[config.mk]
export PLATFORM = sky130hd
export DESIGN_NAME = frame_writer
export DESIGN_NICKNAME = d
export VERILOG_FILES = /design/src/rtl/frame_writer.sv
export SDC_FILE = /design/constraint.sdc
export NUM_CORES = 1
export LEC_CHECK = 0
export BUFFER_PORTS_ARGS = -buffer_cell sky130_fd_sc_hd__buf_2
export CORE_MARGIN = 3
export CORE_UTILIZATION = 45
export DETAILED_ROUTE_END_ITERATION = 16
export GPL_TIMING_DRIVEN = 0
export PLACE_DENSITY = 0.77
export SYNTH_ARGS = -nofsm -noshare
export SYNTH_HDL_FRONTEND = slang
export SYNTH_SLANG_ARGS = --single-unit
export TNS_END_PERCENT = 100
[constraint.sdc]
create_clock -name i_clk -period 2.1 [get_ports i_clk]
set_clock_uncertainty 0.1 [all_clocks]
set_input_delay 0.105 -clock i_clk [delete_from_list [all_inputs] [get_ports i_clk]]
set_output_delay 0.105 -clock i_clk [all_outputs]
set_load 0.05 [all_outputs]
[src/rtl/frame_writer.sv]
// ---------------------------------------------------------------------------
// frame_writer
//
// Accepts a raster stream of 24-bit pixels and writes them into a pair of
// half-panel RAMs: rows 0..VERTICAL_LENGTH-1 go to the upper RAM (o_we0) and
// rows VERTICAL_LENGTH..2*VERTICAL_LENGTH-1 go to the lower RAM (o_we1).
// Both RAMs are double-buffered. o_wr_bank selects the bank being filled, and
// o_disp_bank selects the bank the display side reads. Once a whole frame has
// been written, the writer stalls until the display reports the end of a
// refresh. It then swaps the banks.
//
// Ports
//   i_clk         sole clock, rising edge
//   i_reset       asynchronous active-low reset
//   i_pixel       pixel {R[7:0],G[7:0],B[7:0]}
//   i_valid       i_pixel valid
//   i_sof         marks i_pixel as the first pixel of a frame
//   o_ready       pixel accepted when i_valid && o_ready
//   i_frame_done  one-cycle pulse from the display at the end of a refresh
//   o_wr_addr     RAM write address ((row mod VERTICAL_LENGTH)*H + col)
//   o_wr_data     RAM write data
//   o_we0         write enable, upper-half RAM
//   o_we1         write enable, lower-half RAM
//   o_wr_bank     bank being written
//   o_disp_bank   bank being displayed (always the other bank)
//   o_resync      one-cycle pulse when a mid-frame i_sof restarts the frame
// ---------------------------------------------------------------------------
module frame_writer #(
    parameter int HORIZONTAL_LENGTH = 64,
    parameter int VERTICAL_LENGTH   = 32,
    parameter int ADDR_WIDTH        = 11
) (
    input  logic                  i_clk,
    input  logic                  i_reset,
    input  logic [23:0]           i_pixel,
    input  logic                  i_valid,
    input  logic                  i_sof,
    output logic                  o_ready,
    input  logic                  i_frame_done,
    output logic [ADDR_WIDTH-1:0] o_wr_addr,
    output logic [23:0]           o_wr_data,
    output logic                  o_we0,
    output logic                  o_we1,
    output logic                  o_wr_bank,
    output logic                  o_disp_bank,
    output logic                  o_resync
);

    localparam int ROWS  = 2 * VERTICAL_LENGTH;
    localparam int ROW_W = (ROWS > 1) ? $clog2(ROWS) : 1;
    localparam int COL_W = (HORIZONTAL_LENGTH > 1) ? $clog2(HORIZONTAL_LENGTH) : 1;

    localparam logic [ROW_W-1:0] LAST_ROW = ROW_W'(ROWS - 1);
    localparam logic [ROW_W-1:0] HALF_ROW = ROW_W'(VERTICAL_LENGTH);
    localparam logic [COL_W-1:0] LAST_COL = COL_W'(HORIZONTAL_LENGTH - 1);

    localparam logic [1:0] S_IDLE      = 2'd0;
    localparam logic [1:0] S_WRITE     = 2'd1;
    localparam logic [1:0] S_WAIT_SWAP = 2'd2;

    logic [1:0]            state_q, state_d;
    logic [ROW_W-1:0]      row_q, row_d;
    logic [COL_W-1:0]      col_q, col_d;
    logic                  ready_q, ready_d;
    logic                  we0_q, we0_d;
    logic                  we1_q, we1_d;
    logic [ADDR_WIDTH-1:0] wr_addr_q, wr_addr_d;
    logic [23:0]           wr_data_q, wr_data_d;
    logic                  wr_bank_q, wr_bank_d;
    logic                  resync_q, resync_d;

    logic                  handshake;
    logic                  write_en;
    logic [ROW_W-1:0]      pix_row;
    logic [COL_W-1:0]      pix_col;
    logic                  lower_half;
    logic [ROW_W-1:0]      half_row;

    always_comb begin
        state_d   = state_q;
        row_d     = row_q;
        col_d     = col_q;
        we0_d     = 1'b0;
        we1_d     = 1'b0;
        wr_addr_d = wr_addr_q;
        wr_data_d = wr_data_q;
        wr_bank_d = wr_bank_q;
        resync_d  = 1'b0;
        write_en  = 1'b0;

        handshake = i_valid && ready_q;

        // A start-of-frame pixel always lands at (0,0), whatever the counters say.
        pix_row    = i_sof ? '0 : row_q;
        pix_col    = i_sof ? '0 : col_q;
        lower_half = (pix_row >= HALF_ROW);
        half_row   = lower_half ? (pix_row - HALF_ROW) : pix_row;

        case (state_q)
            S_IDLE: begin
                // Pixels seen before the first start-of-frame are dropped.
                if (handshake && i_sof) begin
                    write_en = 1'b1;
                end
            end
            S_WRITE: begin
                if (handshake) begin
                    write_en = 1'b1;
                    resync_d = i_sof;
                end
            end
            S_WAIT_SWAP: begin
                if (i_frame_done) begin
                    wr_bank_d = ~wr_bank_q;
                    state_d   = S_IDLE;
                end
            end
            default: begin
                state_d = S_IDLE;
            end
        endcase

        if (write_en) begin
            we0_d     = ~lower_half;
            we1_d     = lower_half;
            wr_addr_d = ADDR_WIDTH'(half_row) * ADDR_WIDTH'(HORIZONTAL_LENGTH)
                      + ADDR_WIDTH'(pix_col);
            wr_data_d = i_pixel;
            if (pix_row == LAST_ROW && pix_col == LAST_COL) begin
                // The frame is complete. Park the counters at the origin for the next one.
                state_d = S_WAIT_SWAP;
                row_d   = '0;
                col_d   = '0;
            end else begin
                state_d = S_WRITE;
                if (pix_col == LAST_COL) begin
                    col_d = '0;
                    row_d = pix_row + ROW_W'(1);
                end else begin
                    col_d = pix_col + COL_W'(1);
                    row_d = pix_row;
                end
            end
        end

        // o_ready is registered. It follows the state being entered, so it drops
        // the cycle after the last pixel and rises the cycle after the swap.
        ready_d = (state_d != S_WAIT_SWAP);
    end

    always_ff @(posedge i_clk or negedge i_reset) begin
        if (!i_reset) begin
            state_q   <= S_IDLE;
            row_q     <= '0;
            col_q     <= '0;
            ready_q   <= 1'b0;
            we0_q     <= 1'b0;
            we1_q     <= 1'b0;
            wr_addr_q <= '0;
            wr_data_q <= '0;
            wr_bank_q <= 1'b1;
            resync_q  <= 1'b0;
        end else begin
            state_q   <= state_d;
            row_q     <= row_d;
            col_q     <= col_d;
            ready_q   <= ready_d;
            we0_q     <= we0_d;
            we1_q     <= we1_d;
            wr_addr_q <= wr_addr_d;
            wr_data_q <= wr_data_d;
            wr_bank_q <= wr_bank_d;
            resync_q  <= resync_d;
        end
    end

    assign o_ready     = ready_q;
    assign o_we0       = we0_q;
    assign o_we1       = we1_q;
    assign o_wr_addr   = wr_addr_q;
    assign o_wr_data   = wr_data_q;
    assign o_wr_bank   = wr_bank_q;
    assign o_disp_bank = ~wr_bank_q;
    assign o_resync    = resync_q;

endmodule

Word-level counts from Yosys, hierarchy flattened
Cells that the tools add are included.
{"block": "word_totals", "register_bits": 54, "inputBits": 29, "out_inout_bits": 41, "wordCells": 46}
{"block": "classes", "n_addsub": 4, "magnitude_cmp": 1, "n_eq_ne": 5, "muxes": 18, "bitwise_logic": 2, "reduce_logical": 6}
{"op": "6-bit 2-to-1 mux", "n": 6}
{"op": "6-bit by 1-bit adder with 6-bit output (second input constant)", "n": 2}
{"op": "6-bit == test (second input constant)", "n": 2}
{"op": "11-bit by 6-bit adder with 11-bit output", "n": 1}
{"op": "6-bit greater-or-equal comparator (second input constant)", "n": 1}
{"op": "1-bit 2-to-1 mux", "n": 6}
{"op": "2-bit 2-to-1 mux", "n": 3}
{"op": "5-bit 2-to-1 mux", "n": 1}
{"op": "5-bit by 1-bit subtractor with 5-bit output (second input constant)", "n": 1}
{"op": "2-bit case mux with 2 select lines", "n": 1}
{"op": "1-bit logical AND", "n": 3}
{"op": "2-bit by 1-bit == test with 1-bit output (second input constant)", "n": 1}
{"op": "2-bit == test (second input constant)", "n": 1}
{"op": "2-bit logical NOT", "n": 1}
{"op": "2-bit inequality test (second input constant)", "n": 1}
{"op": "1-bit inverter", "n": 2}
{"op": "1-bit case mux with 2 select lines", "n": 1}
{"op": "2-bit AND reduction", "n": 1}
{"op": "2-bit OR reduction", "n": 1}

Logic depth before layout (Yosys ltp)
Gate-level depths: netlist of the first run.
{"block": "depth", "depth_word": 6, "ltp_mapped": 7, "mapped_depth_nobuf": 6}

Worst setup path before layout of the first run
OpenSTA, ideal clock, no wires.
{"block": "synth_timing", "path_kind": "reg-to-reg", "startpoint": "register ready_q (netlist: o_ready)", "endpoint": "register row_q[2]", "setup_ns": 0.126, "arrival_ns": 1.547, "t_required_ns": 1.874, "slack_ns": 0.327, "stages_incl_launch_ff": 5, "path_buffers": 1, "period_less_slack_ns": 1.773, "cell_sequence": "dfrtp_1 > and3b_1 > o21ai_2 > buf_2 > a221o_1"}
{"block": "synth_between", "elab_chain_cells": 4, "word_cells_on_any_way": 5, "classes_between": "3 x mux; 2 x reduce/logical"}
{"element": "start, declared", "line": "64", "source": "logic ready_q, ready_d;"}
{"element": "start signal, assigned", "line": "167", "source": "ready_q <= ready_d;"}
{"element": "1-bit logical AND (*)", "line": "91", "source": "handshake = i_valid && ready_q;"}
{"element": "1-bit logical AND", "line": "102", "source": "if (handshake && i_sof) begin"}
{"element": "1-bit 2-to-1 mux", "line": "102"}
{"element": "1-bit case mux with 2 select lines (*)", "line": "99", "source": "case (state_q)"}
{"element": "end signal, assigned", "line": "165", "source": "row_q <= row_d;"}
{"element": "end, declared", "line": "62", "source": "logic [ROW_W-1:0] row_q, row_d;"}
Every way passes the cells marked *; elsewhere a longest branch is shown, timed or not.
A chain may end at the register's enable or synchronous reset.

Worst setup path in the final report of the first run
{"block": "layout_timing", "startpoint": "register col_q[1]", "endpoint": "register row_q[3]"}
{"block": "layout_between", "elab_chain_cells": 4, "word_cells_on_any_way": 5, "classes_between": "1 x eq/ne; 3 x mux; 1 x reduce/logical"}
{"element": "start, declared", "line": "63", "source": "logic [COL_W-1:0] col_q, col_d;"}
{"element": "start signal, assigned", "line": "166", "source": "col_q <= col_d;"}
{"element": "6-bit 2-to-1 mux (*)", "line": "95", "source": "pix_col = i_sof ? '0 : col_q;"}
{"element": "via pix_col[1]", "line": "75", "source": "logic [COL_W-1:0] pix_col;"}
{"element": "6-bit == test (*)", "line": "129, 136"}
{"element": "6-bit 2-to-1 mux / 1-bit logical AND (equally long branches)", "line": "136, 129"}
{"element": "6-bit 2-to-1 mux (*)", "line": "129", "source": "if (pix_row == LAST_ROW && pix_col == LAST_COL) begin"}
Mark *: on every way through the listed nets, which the timed path passes. The rest lies on a longest branch.

==> results of run 1 <==
==> metrics by stage <==
stage	power [mW]	instances	setup slack, ps	util
after floorplan	1.75	246	327	-
after global placement	1.94	382	-2.63	0.573
after detailed placement	1.95	382	-40.6	0.573
after CTS	2.70	416	38.8	0.650
after global routing	2.81	416	89.4	0.653
final	2.69	416	214	0.653
==> cell usage after synthesis (all sizes together) <==
master,instances,area share
a31o,1,0.0036
nor2b,6,0.016
nor3b,1,0.0031
and3b,1,0.0036
a32o,2,0.0083
nor3,4,0.0083
a22o,1,0.0036
buf,7,0.016
or2,1,0.0026
mux2,4,0.019
a31oi,1,0.0026
a221o,1,0.0042
o22a,1,0.0036
nor4,2,0.011
dfstp,1,0.011
o31ai,3,0.011
nor2,7,0.015
ha,2,0.010
nand2b,6,0.017
or2b,1,0.0031
nand3b,4,0.018
dfrtp,53,0.55
a211oi,1,0.0031
a41oi,1,0.0036
and2,2,0.0052
nand4b,2,0.0073
inv,2,0.0031
o22ai,1,0.0026
and3,1,0.0026
a21oi,3,0.0062
or3,1,0.0026
o21a,1,0.0031
nand3,2,0.0042
xnor2,3,0.011
nand2,93,0.15
nand4,3,0.014
o21ai,16,0.036
clkbuf,4,0.0073
==> critical path, cell delays in order, from the launching register on <==
cell and delay [ps]:
dfrtp_1 380, nor2b_1 210, ha_2 270, nand4_4 140, or2_1 310, o21ai_4 250
o31ai_1 110
==> kinds of logic (layout without fill, tap and decap cells) <==
kind of cell             Yosys count  after routing
adder cells (fa/ha/maj)            2              2
AND/OR/NAND/NOR                  137            137
AO/OA/AOI/OAI                     33             33
buffers and inverters             13            116
flip-flops                        54             54
multiplexers                       4              4
XOR/XNOR                           3              3
==> flip-flops by register name (all words and copies together), names as in the netlist <==
register   count
o_wr_data     24
o_wr_addr     11
col_q          6
row_q          6
state_q        2
o_ready        1
o_resync       1
o_we0          1
o_we1          1
o_wr_bank      1
==> final cells by class <==
type	count	area (um^2)	share of cell area
multi-input combinational	179	1010	0.312
tap	67	83.8	0.0260
inverter	2	7.51	0.00233
buffer	11	55.1	0.0171
sequential	54	1350	0.419
clock buffer	5	68.8	0.0213
timing repair buffer	95	606	0.188
clock inverter	3	48.8	0.0151
==> power groups by stage <==
| stage | sequential (mW) | clock (mW) | combinational (mW) |
|---|---|---|---|
| 2_1_floorplan | 1.55 | 0 | 0.197 |
| 3_3_place_gp | 1.25 | 0 | 0.690 |
| 3_5_place_dp | 1.25 | 0 | 0.701 |
| 4_1_cts | 1.23 | 0.732 | 0.740 |
| 5_1_grt | 1.25 | 0.770 | 0.797 |
| 6_report | 1.23 | 0.714 | 0.741 |
==> repair_timing <==
item / 4_1_cts / 5_1_grt
setup endpoints to repair: 0 / 11
gates resized for setup: 0 / 4
hold endpoints to repair: 80 / 0
hold buffers: 26 / 0
==> path summary, 6_finish.rpt <==
check	start	to	slack, ps
worst max-delay path	col_q[1]	row_q[3]	210
worst min-delay path	i_valid	state_q[0]	40
worst max register to register	col_q[1]	row_q[3]	210
worst min register to register	o_wr_data[9]	o_wr_data[9]	380
max in group asynchronous	i_reset	o_wr_data[23]	740
min in group asynchronous	i_reset	o_ready	450
==> layer usage <==
metal  GRT usage  up-vias  share of wire
li1            -     1026              -
met1       0.249      955           0.42
met2       0.324       62           0.50
met3      0.0351       15          0.046
met4      0.0928        0          0.027
met5           0        -              0
==> impl_metrics.ini, run 1 <==
[status]
outcome = finished clean

[clocking]
cts_buffers = 5
cts.sinks = 54
post_cts_buffers = 0
clock_latency_ps = 310
clockBufferDepth = 2
ctsRootBufferMaster = clkbuf_8
cts_tree = yes
htree_levels = 2
clkTransAtPathRegs_ps = 100

[synthesis]
synthDistinctLibCells = 49
synthSimpleGateAreaFrac = 0.279
syn-cell-area_mm2 = 0.00240
synth_xor_area_frac = 0.0109
synth-compound-area-share = 0.0927
synth_top_family_by_area = simple AND/OR/NAND/NOR gates
yosysSeqAreaShare = 0.563
syn_inst = 246
muxShareOfSynthArea = 0.0187
syn_avg_cell_area_um2 = 9.77
synth_fa_ha_area_frac = 0.0104
yosys_warnings = 0
syn_nets = 277
synth-seq-cells = 54

[detailed_routing]
drcViolationCount = 0
totalWireLength_um = 5720
drtIter0Drc = 109
drt_first_pass_iters = 4
via_per_inst = 4.95
routedWlPerCell_um = 13.8
ant_nets = 0
vias = 2058

[setup_path]
required_ps = 2190
ff2ff_path_depth = 6
crit_arrival_ps = 1980
worstSetupPathType = reg2reg
start_kind = flip-flop
crit_path_end_kind = flip-flop
cp_max_fo = 5

[placement]
dp_hpwl_um = 3760
placed_cell_area_mm2 = 0.00283
gp_congestion = 0.809
port-buffer-count = 69

[pwr]
ir_drop_v = 0.000417
internal_power_mw = 1.72
switching_share = 0.359
power_density_mw_per_mm2 = 832
power.leakage_nw = 1.64
p_clk_frac = 0.266
pwr-share-comb = 0.276
seq_power_share = 0.459
p_sw_mw = 0.965

[timing]
holdWs_ps = 39.1
fin_crit_sh = 0.898
worst_slew_pin_slew_ps = 1150
rsz0062_at_grt = no
maxSlewViolCount = 0
layout_min_cycle_time_ps = 1890
fin_setup_tns_ps = 0
fmax_ghz = 0.530
relSlewSlack = 0.235
hold_viol = 0
setup_viol = 0

[global_route]
antenna_found_initial = 0
grt_pass1_vias = 2019
grt_pass1_wl_um = 9490
grtUsageTotal = 0.196
grt_max_degree = 55
grt-ovfl-total = 0

[cells_and_area]
final_nets = 379
fillers = 413
layout-drive-gt1-share = 0.295
layout.cells.most_common_list = nand2_1 (93), buf_2 (75), dfrtp_1 (53)
layout_commonest_cell = nand2_1
areaGrowthSynthToFinish_pct = 34.3
diodes = 0
fin_area_mm2 = 0.00323

[floorplanning]
start_util = 0.486
fp-row-count = 25
dieArea_mm2 = 0.00625
fp.dieH_um = 79.1
die_width_um = 79.1
coreArea_mm2 = 0.00494
io_pins = 70

[job]
cap_violations = 0

[hold_path]
holdPathStages = 4
hold_class = in2reg
Power figures use the tool's default switching activity.
==> run 2: changes to the inputs <==
- BUFFER_PORTS_ARGS: -buffer_cell sky130_fd_sc_hd__buf_2 -> -buffer_cell sky130_fd_sc_hd__buf_4
==> run 2 against run 1 <==
Register-to-register slack got worse by 90 ps. Sequential power is essentially flat. Design area up 4.7%. Critical path depth unchanged. Non-clock buffer count did not move. Critical path type unchanged.
==> impl_metrics.ini, run 2 (synthesized netlist as in run 1, its figures left out) <==
[detailed_routing]
vias = 2051
totalWireLength_um = 5920
ant_nets = 0
drtIter0Drc = 132
via_per_inst = 4.93
drcViolationCount = 0
routedWlPerCell_um = 14.2
drt_first_pass_iters = 4

[setup_path]
r2r_setup_slack_ps = 130
required_ps = 2190
worstSetupPathType = reg2reg
ff2ff_path_depth = 6
start_kind = flip-flop
r2r-start = col_q[0]
path_cells = nor2b_1 -> ha_2 -> nand4_4 -> or2_1 -> o21ai_4 -> o31ai_1
crit_end = row_q[3]
cp_slowest_stage_delay_ps = 380
crit_buf_inv = 0
r2r-end = row_q[3]
cp.depth = 6
crit_arrival_ps = 2060
crit_path_end_kind = flip-flop
cp_max_fo = 5
cp_top_family = simple AND/OR/NAND/NOR gates
slowest_stage = dfrtp_1
crit_start = col_q[0]

[timing]
fin_setup_tns_ps = 0
worst_slew_pin_slew_ps = 663
setup_slack_ps = 128
maxSlewViolCount = 0
hold_viol = 0
fin_crit_sh = 0.939
layout_min_cycle_time_ps = 1970
rsz0062_at_grt = no
holdWs_ps = 6.39
fmax_ghz = 0.507
relSlewSlack = 0.558
setup_viol = 0

[floorplanning]
start_util = 0.486
die_width_um = 79.1
fp-row-count = 25
io_pins = 70
coreArea_mm2 = 0.00494
fp.dieH_um = 79.1
dieArea_mm2 = 0.00625

[clocking]
htree_levels = 2
clockBufferDepth = 2
clkTransAtPathRegs_ps = 100
clock_latency_ps = 310
cts_tree = yes
cts.sinks = 54
post_cts_buffers = 0
ctsRootBufferMaster = clkbuf_8
cts_buffers = 5

[cells_and_area]
layout.cells.most_common_list = nand2_1 (93), buf_4 (70), dfrtp_1 (53)
layout-drive-gt1-share = 0.292
fin_util = 0.684
final_nets = 379
areaGrowthSynthToFinish_pct = 40.6
layout.cells.non_filler = 416
diodes = 0
largest_reg_flops = 24
fillers = 386
layout_commonest_cell = nand2_1

[pwr]
power.leakage_nw = 1.67
power_density_mw_per_mm2 = 792
ir_drop_v = 0.000499

[global_route]
grtUsageTotal = 0.201
grt_max_degree = 55
antenna_found_initial = 0
grt_pass1_vias = 2029
grt_pass1_wl_um = 9890
grt-ovfl-total = 0

[job]
cap_violations = 0

[placement]
port-buffer-count = 69
place_ws_ps = -11.5
gp_congestion = 0.814
dp_hpwl_um = 3920
dpl.cell_count = 382

[hold_path]
hold_class = in2reg

[status]
outcome = finished clean
-- run 2: worst register-to-register path: cells and delay by family, from the launching register on --
family / cells / cell delay (ps)
and+or+nand+nor: 3 / 710
DFF: 1 / 380
adders and majority gates: 1 / 300
AOI/OAI and AO/OA: 2 / 370
-- run 2: final cells by class --
cell class,instances,area [um^2],area share
Buffer,11,55.1,0.0163
Sequential cell,54,1350,0.400
Tap cell,67,83.8,0.0248
Clock inverter,2,16.3,0.00481
Inverter,2,7.51,0.00222
Clock buffer,6,82.6,0.0244
Timing Repair Buffer,95,778,0.230
Multi-Input combinational cell,179,1000,0.297
-- run 2: worst min-delay path by stage --
stage | start | endpoint | slack, ps | cells past startpoint
finish | i_valid | state_q[0] | 6 | 4
detailed placement | i_reset | o_ready | 90 | 1
floorplan | i_reset | col_q[0] | -290 | 0
global route | i_valid | state_q[0] | 30 | 4
global placement | i_reset | o_ready | 90 | 1
CTS | i_valid | state_q[0] | 2 | 4
-- run 2: what timing repair did --
item | 4_1_cts | 5_1_grt
hold buffers | 26 | 0
gates resized for setup | 0 | 3
setup endpoints to repair | 0 | 8
endpoints found under the hold margin | 80 | 0
-- run 2: metal layers --
metal / global-route usage / wire (um)
met3: 0.0306 / 301
met2: 0.333 / 3020
met4: 0.0722 / 111
met5: 0 / 0
met1: 0.267 / 2480
-- run 2: metrics by stage --
step	instance area, um^2	power [mW]
CTS	3360	2.69
floorplan	2400	1.75
global placement	3010	2.01
global route	3380	2.81
finish	3380	2.68
detailed placement	3010	2.03
-- run 2: report_power, final --
part           switching [mW]  internal [mW]  leakage [nW]
sequential             0.0859           1.15         0.691
combinational           0.539          0.272         0.935
clock                   0.353          0.272        0.0478
total                   0.978           1.70          1.67
